### src/rtl/top.sv
// AND gate with a registered copy, edge pulses and optional statistics.
// Define TOP_STATS_EN to build the saturating true-cycle counter and the truth-table coverage bitmap.
module top #(
   parameter int CNT_W = 16
) (
   input  logic             clk,
   input  logic             rst_n,
   input  logic             a,
   input  logic             b,
   output logic             c,
   output logic             c_q,
   output logic             c_rise,
   output logic             c_fall,
   output logic [CNT_W-1:0] true_cnt,
   output logic [3:0]       seen,
   output logic             all_seen
);

   assign c = a & b;

   // Reset asserts asynchronously; release is retimed so state first updates on the second edge.
   logic sync1_q;
   logic run_q;

   always_ff @(posedge clk or negedge rst_n) begin
      if (!rst_n) begin
         sync1_q <= 1'b0;
         run_q   <= 1'b0;
      end else begin
         // NOTE: non-blocking assignments so every flop samples pre-edge values.
         sync1_q <= 1'b1;
         run_q   <= sync1_q;
      end
   end

   logic c_d;
   logic rise_d, rise_q;
   logic fall_d, fall_q;

   always_comb begin
      // NOTE: defaults first, so no path leaves a variable unassigned and no latch is inferred.
      c_d    = c_q;
      rise_d = rise_q;
      fall_d = fall_q;
      if (sync1_q) begin
         c_d    = c;
         rise_d = c & ~c_q;
         fall_d = run_q & ~c & c_q;
      end
   end

   always_ff @(posedge clk or negedge rst_n) begin
      if (!rst_n) begin
         c_q    <= 1'b0;
         rise_q <= 1'b0;
         fall_q <= 1'b0;
      end else begin
         c_q    <= c_d;
         rise_q <= rise_d;
         fall_q <= fall_d;
      end
   end

   assign c_rise = rise_q;
   assign c_fall = fall_q;

`ifdef TOP_STATS_EN
   localparam logic [CNT_W-1:0] CNT_MAX = '1;

   logic [CNT_W-1:0] cnt_d, cnt_q;
   logic [3:0]       seen_d, seen_q;

   always_comb begin
      cnt_d  = cnt_q;
      seen_d = seen_q;
      if (sync1_q) begin
         if (c && (cnt_q != CNT_MAX)) cnt_d = cnt_q + CNT_W'(1);
         seen_d[{a, b}] = 1'b1;
      end
   end

   always_ff @(posedge clk or negedge rst_n) begin
      if (!rst_n) begin
         cnt_q  <= '0;
         seen_q <= '0;
      end else begin
         cnt_q  <= cnt_d;
         seen_q <= seen_d;
      end
   end

   assign true_cnt = cnt_q;
   assign seen     = seen_q;
   assign all_seen = &seen_q;
`else
   assign true_cnt = '0;
   assign seen     = '0;
   assign all_seen = 1'b0;
`endif

endmodule

### config.mk
export PLATFORM = sky130hd
export DESIGN_NAME = top
export DESIGN_NICKNAME = d
export VERILOG_FILES = /design/src/rtl/top.sv
export SDC_FILE = /design/constraint.sdc
export NUM_CORES = 1
export LEC_CHECK = 0
export BUFFER_PORTS_ARGS = -buffer_cell sky130_fd_sc_hd__buf_2
export CELL_PAD_IN_SITES_DETAIL_PLACEMENT = 0
export CELL_PAD_IN_SITES_GLOBAL_PLACEMENT = 1
export CORE_MARGIN = 2
export CORE_UTILIZATION = 25
export CTS_BUF_LIST = sky130_fd_sc_hd__clkbuf_4 sky130_fd_sc_hd__clkbuf_8
export CTS_CLUSTER_DIAMETER = 40
export DETAILED_ROUTE_END_ITERATION = 7
export GPL_TIMING_DRIVEN = 0
export PLACE_DENSITY_LB_ADDON = 0.2
export SETUP_SLACK_MARGIN = 0.4
export SYNTH_ARGS = -nofsm -noshare
export SYNTH_HDL_FRONTEND = slang
export SYNTH_SLANG_ARGS = --single-unit
### constraint.sdc
create_clock -name clk -period 1 [get_ports clk]
set_input_delay 0.2 -clock clk [delete_from_list [all_inputs] [get_ports clk]]
set_output_delay 0.2 -clock clk [all_outputs]
set_load 0.05 [all_outputs]
==> results of run 1 <==
-- cells in the mapped netlist (all sizes together) --
cell,number,area share (%)
nand2,1,1.1
o21ai,1,1.5
nor2b,2,3.6
buf,21,46
dfrtp,5,36
conb,2,2.2
inv,2,2.2
a31o,1,2.6
nand3,1,1.5
a41o,1,2.9
-- kinds of logic (layout without fill, tap and decap cells) --
kind of cell	after synthesis	after routing
flip-flops	5	5
AO/OA/AOI/OAI	3	3
buffers and inverters	23	39
other	2	22
AND/OR/NAND/NOR	4	4
-- per-layer routing --
metal  track usage (%)  part of all wire, %  wire length [µm]
met4              5.00                    0                 0
met3              3.26                   13                70
met1              7.02                   32               169
met2              10.2                   54               284
met5                 0                    0                 0
-- stage by stage --
step                      hold WS, ns  setup slack, ns
after detailed placement       0.0151            0.110
after CTS                       0.208         -0.00602
after floorplan               -0.0956           0.0341
after global placement         0.0155            0.111
after global routing            0.216          -0.0140
final                           0.202        -0.000930
-- what timing repair did --
item,CTS,global route
setup buffers,3,1
pin swaps,1,1
endpoints found under the hold margin,5,0
gates resized for setup,15,5
endpoints found under the setup margin,7,8
gates cloned,0,0
hold buffers,1,0
-- sequential cells by signal (all words and copies together), names as in the netlist --
name and flops:
c_rise 1, run_q 1, sync1_q 1, c_q 1, c_fall 1
-- power by group through the flow --
stage | clock network (mW) | registers, mW | logic (mW)
3_5_place_dp | 0 | 0.229 | 0.314
3_3_place_gp | 0 | 0.229 | 0.314
5_1_grt | 0.270 | 0.231 | 0.390
2_1_floorplan | 0 | 0.260 | 0.258
4_1_cts | 0.265 | 0.228 | 0.356
6_report | 0.257 | 0.229 | 0.371
-- layout make-up --
type                       instances  area (µm²)  area share [%]
clock buffer                       4        30.0            4.84
sequential                         5         130            21.0
inverter                           2        13.8            2.22
timing repair buffer              12         131            21.2
tap                               15        18.8            3.02
multi-input combinational         29         139            22.4
buffer                            21         158            25.4
-- worst min-delay path by stage --
stage	end	slack [ns]	cells past startpoint
after floorplan	c_fall	-0.1	0
after global placement	sync1_q	0.02	1
after detailed placement	sync1_q	0.02	1
after CTS	c_q	0.21	3
after global routing	c_q	0.22	3
final	c_q	0.20	3
==> flow_summary.ini, run 1 <==
[worst_setup_path]
cp_num_cells = 1
path_class = flip-flop to output port
critPathMaxStageDelay_ns = 0.41
crit_path_top_delay_cell = dfrtp_2
endpoint = c_q
critPathBufInv = 1
cp_top_family = flip-flops
required_ns = 0.80
start_kind = flip-flop
reg2reg_depth = 3
worstPathCellList = buf_8
ff2ff_setup_slack_ns = 0.03
reg2reg_to = c_fall
critPathLaunch = c_q
crit_fanout = 2
arrival_ns = 0.80
end_kind = output port
rr_startpoint = c_q

[cells_and_area]
final_area_um2 = 621
syn_to_final_growth_pct = 81.0
final.fill_count = 134
nets = 78
final_cells = 88
layout_commonest_cell = buf_4
n_antenna_cell = 0
layout_common_cells = buf_4, conb_1, dfrtp_2, clkbuf_4, buf_8
drive_gt1_share_pct = 60.3
fin_util_pct = 48.3

[logic_synthesis]
synth-simple-area-share_pct = 6.20
yosys_warnings = 0
synth_area_um2 = 343
synth_compound_area_share_pct = 6.93
seq_area_frac_synth_pct = 36.5
synthCells = 37
synth_cell_types = 10
postSynthAreaPerCell_um2 = 9.27
synth_fa_ha_area_share_pct = 0
synth_top_family_by_area = buffers and inverters
ys_seq_elements = 5
synth_xor_area_share_pct = 0
yosys-mux-area-fraction_pct = 0

[die]
die-width_um = 41.0
start_util_pct = 26.7
fp.coreArea_um2 = 1280
die_area_um2 = 1680
rows = 13
die_h_um = 41.0
io_pins = 29

[sta]
period_needed_ns = 1.00
setup-violations-final = 1
min_period_over_period_pct = 100
finalClockSkew_ns = 0.00148
tns_ns = -0.000930
setup_ws_ns = -0.000930
fmax_ghz = 0.999
rsz0062_at_grt = yes
slew_violations = 0
final_hold_viol_count = 0

[detailed_routing]
drt_iter0_markers = 3
drc = 0
first_pass_iters = 2
wirelength_um = 524
via_count = 264
post_drt_wl_per_cell_um = 5.95
ant_nets = 0
vias_per_cell = 3.00

[clocking]
cts_tree = yes
cts_buffers = 3
cts_sinks = 5
clock_latency_ns = 0.24
cts.htree.levels = 1
clkTransAtPathRegs_ns = 0.04
cts_root_buffer = clkbuf_4
cts_buffer_depth = 2

[power_and_ir_drop]
vdd_ir_drop_max_v = 0.000463
p_comb_share_pct = 43.3
p_switching_mw = 0.339
p_seq_share_pct = 26.7
finalPower_mw = 0.857
swShare_pct = 39.6
internal-power_mw = 0.518
p_per_area_nw_per_um2 = 1380
pwr-share-clk_pct = 30.0
p_leak_nw = 0.365

[status]
status = finished, violations left
violations = setup timing

[placed_design]
numPortBuffers = 7
dp_hpwl_um = 406
dpl_cell_area_um2 = 482
gp_congestion = 0.587
dp_cells = 79

[run]
max-cap-violations = 0

[global_route]
grt_pass1_vias = 203
grtUsageTotal_pct = 6.68
grt_pass1_wl_um = 683
antenna_found_initial = 0
grt_overflow = 0
grt_max_degree = 8

[min_path]
hold_path_startpoint = b
min_path_type = primary input to flip-flop
No activity file was read; power rests on OpenSTA's default activity.
==> run 2: changes to the inputs <==
Settings changed: RECOVER_POWER set to 100.
==> run 2 against run 1 <==
Against the previous run: the run still ends with setup timing left; utilization fell by 0.97 points; via count rose by 0.38%; count of clock-buffer cells in the layout did not move; final cell count did not move; first-iteration DRC count did not move; setup slack did not move; total power fell by 0.71%; sequential power barely moved; combinational power fell by 2%; critical path type unchanged; critical endpoint unchanged.
==> flow_summary.ini, run 2 (synthesis gave the netlist of run 1 again) <==
[status]
status = finished, violations left
violations = setup timing

[detailed_routing]
drt_iter0_markers = 3
routed.top_layer = met3
first_pass_iters = 2
wl_met3_um = 73
wl_met2_um = 283
m1WireLength_um = 169
post_drt_wl_per_cell_um = 5.99
ant_nets = 0
vias_per_cell = 3.01
via_count = 265
drc = 0
wirelength_um = 527

[clocking]
cts_buffers = 3
cts_tree = yes
cts_sinks = 5
clkTransAtPathRegs_ns = 0.04
cts_buffer_depth = 2
clock_latency_ns = 0.24
cts.htree.levels = 1
cts_root_buffer = clkbuf_4

[cells_and_area]
drive_gt1_share_pct = 57.5
multiInputGateArea_um2 = 139
seq_area_um2 = 129
layout_common_cells = buf_4, conb_1, clkbuf_4
final.fill_count = 136
final_cells = 88
layout_commonest_cell = buf_4
nets = 78
n_antenna_cell = 0
final_area_um2 = 608
syn_to_final_growth_pct = 77.4

[placed_design]
dp_cells = 79
dpl_cell_area_um2 = 482
numPortBuffers = 7
gp_congestion = 0.587
dp_worst_setup_slack_ns = 0.110
dp_hpwl_um = 406

[power_and_ir_drop]
internal-power_mw = 0.512
p_leak_nw = 0.361
pwr-share-clk_pct = 30.2
p_seq_share_pct = 26.9
swShare_pct = 39.8
p_per_area_nw_per_um2 = 1400
vdd_ir_drop_max_v = 0.000461
p_comb_share_pct = 43.0
p_switching_mw = 0.338

[die]
io_pins = 29
die_h_um = 41.0
start_util_pct = 26.7
die_area_um2 = 1680
rows = 13
fp.coreArea_um2 = 1280
die-width_um = 41.0

[worst_setup_path]
required_ns = 0.80
crit_fanout = 2
crit_path_top_delay_cell = dfrtp_2
path_class = flip-flop to output port
worstPathCellList = buf_8
ff2ff_setup_slack_ns = 0.03
arrival_ns = 0.80
reg2reg_depth = 3
critPathBufInv = 1
cp_top_family = flip-flops
end_kind = output port
reg2reg_to = c_fall
critPathLaunch = c_q
rr_startpoint = c_q
start_kind = flip-flop
critPathMaxStageDelay_ns = 0.41

[sta]
period_needed_ns = 1.00
setup-violations-final = 1
setup_ws_ns = -0.000930
finalClockSkew_ns = 0.00147
fmax_ghz = 0.999
slew_violations = 0
final_hold_viol_count = 0
rsz0062_at_grt = yes
min_period_over_period_pct = 100

[min_path]
hold_path_startpoint = b
holdPathEnd = c_q
hold_depth = 3
min_path_type = primary input to flip-flop

[global_route]
antenna_found_initial = 0
grt_overflow = 0
grt_pass1_vias = 203
grtUsageTotal_pct = 6.68
grt_max_degree = 8
grt_pass1_wl_um = 683

[run]
max-cap-violations = 0
## run 2: cell count changes in the layout (fill, tap and decap cells not counted), sizes merged
| cell | previous run | this run |
|---|---|---|
| buf | 32 | 31 |
| clkbuf | 4 | 5 |
## run 2: per-layer routing
| layer | up-vias | global-route usage, % |
|---|---|---|
| met3 | 0 | 3.26 |
| met1 | 107 | 7.02 |
| li1 | 144 | - |
| met2 | 14 | 10.2 |
| met4 | 0 | 5.00 |
| met5 | - | 0 |
## run 2: worst max path at each step
stage	slack, ns	cells after the start	endpoint
4_1_cts	-0.006	1	c_q
2_1_floorplan	0.03	2	c_fall
3_5_place_dp	0.11	4	c
5_1_grt	-0.01	1	c_q
6_report	-0.0009	1	c_q
3_3_place_gp	0.11	4	c
## run 2: cell type report
class / instances / share of cell area [%]
plain buffers: 21 / 25.9
inverters: 2 / 2.26
flip-flops and latches: 5 / 21.2
well taps: 15 / 3.09
clock buffers: 4 / 4.94
repair buffers: 12 / 19.8
multi-input cells: 29 / 22.8
## run 2: stage by stage
stage | utilization (%) | setup TNS (ns) | hold WS (ns) | power (mW)
global placement | 37.5 | 0 | 0.0155 | 0.543
floorplan | - | 0 | -0.0956 | 0.518
detailed placement | 37.5 | 0 | 0.0151 | 0.543
finish | 47.3 | -0.000930 | 0.202 | 0.851
CTS | 46.5 | -0.00602 | 0.208 | 0.849
global route | 47.3 | -0.0243 | 0.216 | 0.885
## run 2: power groups by stage
stage / clock network [mW] / registers [mW] / logic (mW)
after global placement: 0 / 0.229 / 0.314
after floorplan: 0 / 0.260 / 0.258
final: 0.257 / 0.229 / 0.365
after detailed placement: 0 / 0.229 / 0.314
after CTS: 0.265 / 0.228 / 0.356
after global routing: 0.270 / 0.230 / 0.384
## run 2: repair_timing
| action | CTS | global route |
|---|---|---|
| endpoints found under the hold margin | 5 | 0 |
| gates resized for setup | 15 | 5 |
| gates cloned | 0 | 0 |
| setup endpoints to repair | 7 | 8 |
| setup buffers | 3 | 1 |
| pin swaps | 1 | 1 |
| hold buffers | 1 | 0 |
==> run 3: changes to the inputs <==
Settings changed: ABC_AREA set to 1.
==> run 3 against run 2 <==
Against the previous run: the flow now finishes without violations; final cell count rose by 3.4%; die area rose by 2.3%; synthesized area rose by 2.6%; sequential power barely moved; setup slack improved by 0.0046 ns; critical endpoint unchanged; largest cell class unchanged.
==> flow_summary.ini, run 3 <==
[status]
status = complete, no violations

[power_and_ir_drop]
finalPower_mw = 0.839
p_leak_nw = 0.351
p_per_area_nw_per_um2 = 1410
vdd_ir_drop_max_v = 0.000801

[worst_setup_path]
reg2reg_to = c_fall
arrival_ns = 0.80
end_kind = output port
reg2reg_depth = 5
ff2ff_setup_slack_ns = 0.15
path_class = flip-flop to output port
crit_path_top_delay_cell = dfrtp_2
cp_top_family = flip-flops
rr_startpoint = c_q
start_kind = flip-flop
critPathBufInv = 1
critPathMaxStageDelay_ns = 0.41
worstPathCellList = buf_6
crit_fanout = 2
required_ns = 0.80

[cells_and_area]
final_area_um2 = 597
n_antenna_cell = 0
layout_common_cells = buf_4, conb_1, nand2_1
layout_commonest_cell = buf_4
seq_area_um2 = 129
drive_gt1_share_pct = 55.3
syn_to_final_growth_pct = 69.8
multiInputGateArea_um2 = 153
final_cells = 91
final.fill_count = 151
nets = 81

[logic_synthesis]
synth_edf_count = 0
synth_area_um2 = 352
synth_ff_type = dfrtp_1
synth_top_area_share_pct = 44.8
yosys_warnings = 0
synthCells = 42
synth_cell_types = 10
async_reset_ff_share_pct = 100
yosys-top-cells-count = buf_4, nand2_1, dfrtp_1, conb_1, inv_1
ys_seq_elements = 5
yosysTopAreaCell = buf_4
seq_area_frac_synth_pct = 35.6
yosysMostFrequentCell = buf_4
ys_top_cells_by_area = buf_4, dfrtp_1, nand2_1
postSynthAreaPerCell_um2 = 8.37

[sta]
finalClockSkew_ns = 0.00234
period_needed_ns = 0.996
setup-violations-final = 0
holdWs_ns = 0.227
final_hold_viol_count = 0
rsz0062_at_grt = yes
min_period_over_period_pct = 99.6
tns_ns = 0
slew_violations = 0
fmax_ghz = 1.00

[detailed_routing]
first_pass_iters = 1
via_count = 273
ant_nets = 0
drc = 0
wirelength_um = 560
post_drt_wl_per_cell_um = 6.15
drt_iter0_markers = 0
vias_per_cell = 3.00

[clocking]
clock_latency_ns = 0.24
clkTransAtPathRegs_ns = 0.04
cts_tree = yes
cts_buffer_depth = 2
cts.htree.levels = 1
cts_root_buffer = clkbuf_4
cts_buffers = 3
cts_sinks = 5

[die]
io_pins = 29
rows = 13
die_area_um2 = 1720
start_util_pct = 27.0
die-width_um = 41.5
fp.coreArea_um2 = 1300
die_h_um = 41.5

[global_route]
grt_overflow = 0
grt_pass1_vias = 254
grt_max_degree = 6
grt_pass1_wl_um = 952
antenna_found_initial = 0
grtUsageTotal_pct = 7.57

[placed_design]
dpl_cell_area_um2 = 502
dp_hpwl_um = 472
dp_cells = 84
numPortBuffers = 7
gp_congestion = 0.617

[min_path]
hold_path_startpoint = b
holdPathEnd = c_rise
min_path_type = primary input to flip-flop
hold_depth = 3

[run]
max-cap-violations = 0
[run 3: changes by cell type after synthesis]
cell | before | now
nand2_1 | 1 | 7
nor2b_1 | 2 | 0
a31o_1 | 1 | 0
a41o_1 | 1 | 0
inv_2 | 0 | 1
nand2_2 | 0 | 1
nand3_1 | 1 | 0
nand4_1 | 0 | 1
nor2_2 | 0 | 1
o21ai_0 | 1 | 0
o21ai_1 | 0 | 1
[run 3: what timing repair did]
item,in CTS,in global routing
setup buffers,2,0
resized for setup,16,1
endpoints found under the hold margin,5,0
hold buffers,1,0
setup endpoints to repair,7,7
pin swaps,1,0
[run 3: worst max path at each step]
stage / startpoint / depth (start not counted) / to / slack (ns)
floorplan: c_q / 4 / c_fall / 0.18
global placement: a / 4 / c / 0.1
detailed placement: b / 4 / c / 0.1
CTS: c_q / 1 / c_q / -0.01
global route: c_q / 1 / c_q / -0.03
finish: c_q / 1 / c_q / 0.004
[run 3: area by class of cell]
cell class | count | area share, %
clock buffers | 4 | 5.03
plain buffers | 21 | 26.4
flip-flops and latches | 5 | 21.6
well taps | 15 | 3.14
repair buffers | 10 | 15.7
inverters | 3 | 2.52
multi-input cells | 33 | 25.6
[run 3: power breakdown]
group	internal, mW	leakage, nW	switching (mW)
sequential	0.218	0.0588	0.00904
clock	0.178	0.0184	0.0769
combinational	0.104	0.273	0.254
total	0.499	0.351	0.340
[run 3: cells by family (layout without fill, tap and decap cells)]
kind of cell	count (synthesis)	in the layout	share of synthesized area, %
buffers and inverters	24	38	48.0
and+or+nand+nor	10	10	12.8
DFF	5	5	35.6
other	2	22	2.14
AOI/OAI and AO/OA	1	1	1.42
[run 3: through the flow]
stage	worst slack (ns)	util, %
floorplan	0.181	-
global placement	0.0970	38.6
detailed placement	0.0957	38.6
CTS	-0.0129	46.7
global route	-0.0256	45.9
finish	0.00370	45.9
[run 3: routing by layer]
layer | wire (µm) | GRT usage, % | up-vias
met4 | 0 | 5.81 | 0
met2 | 314 | 13.4 | 13
met3 | 68 | 3.48 | 0
met5 | 0 | 0 | -
met1 | 177 | 6.42 | 109
li1 | - | - | 151
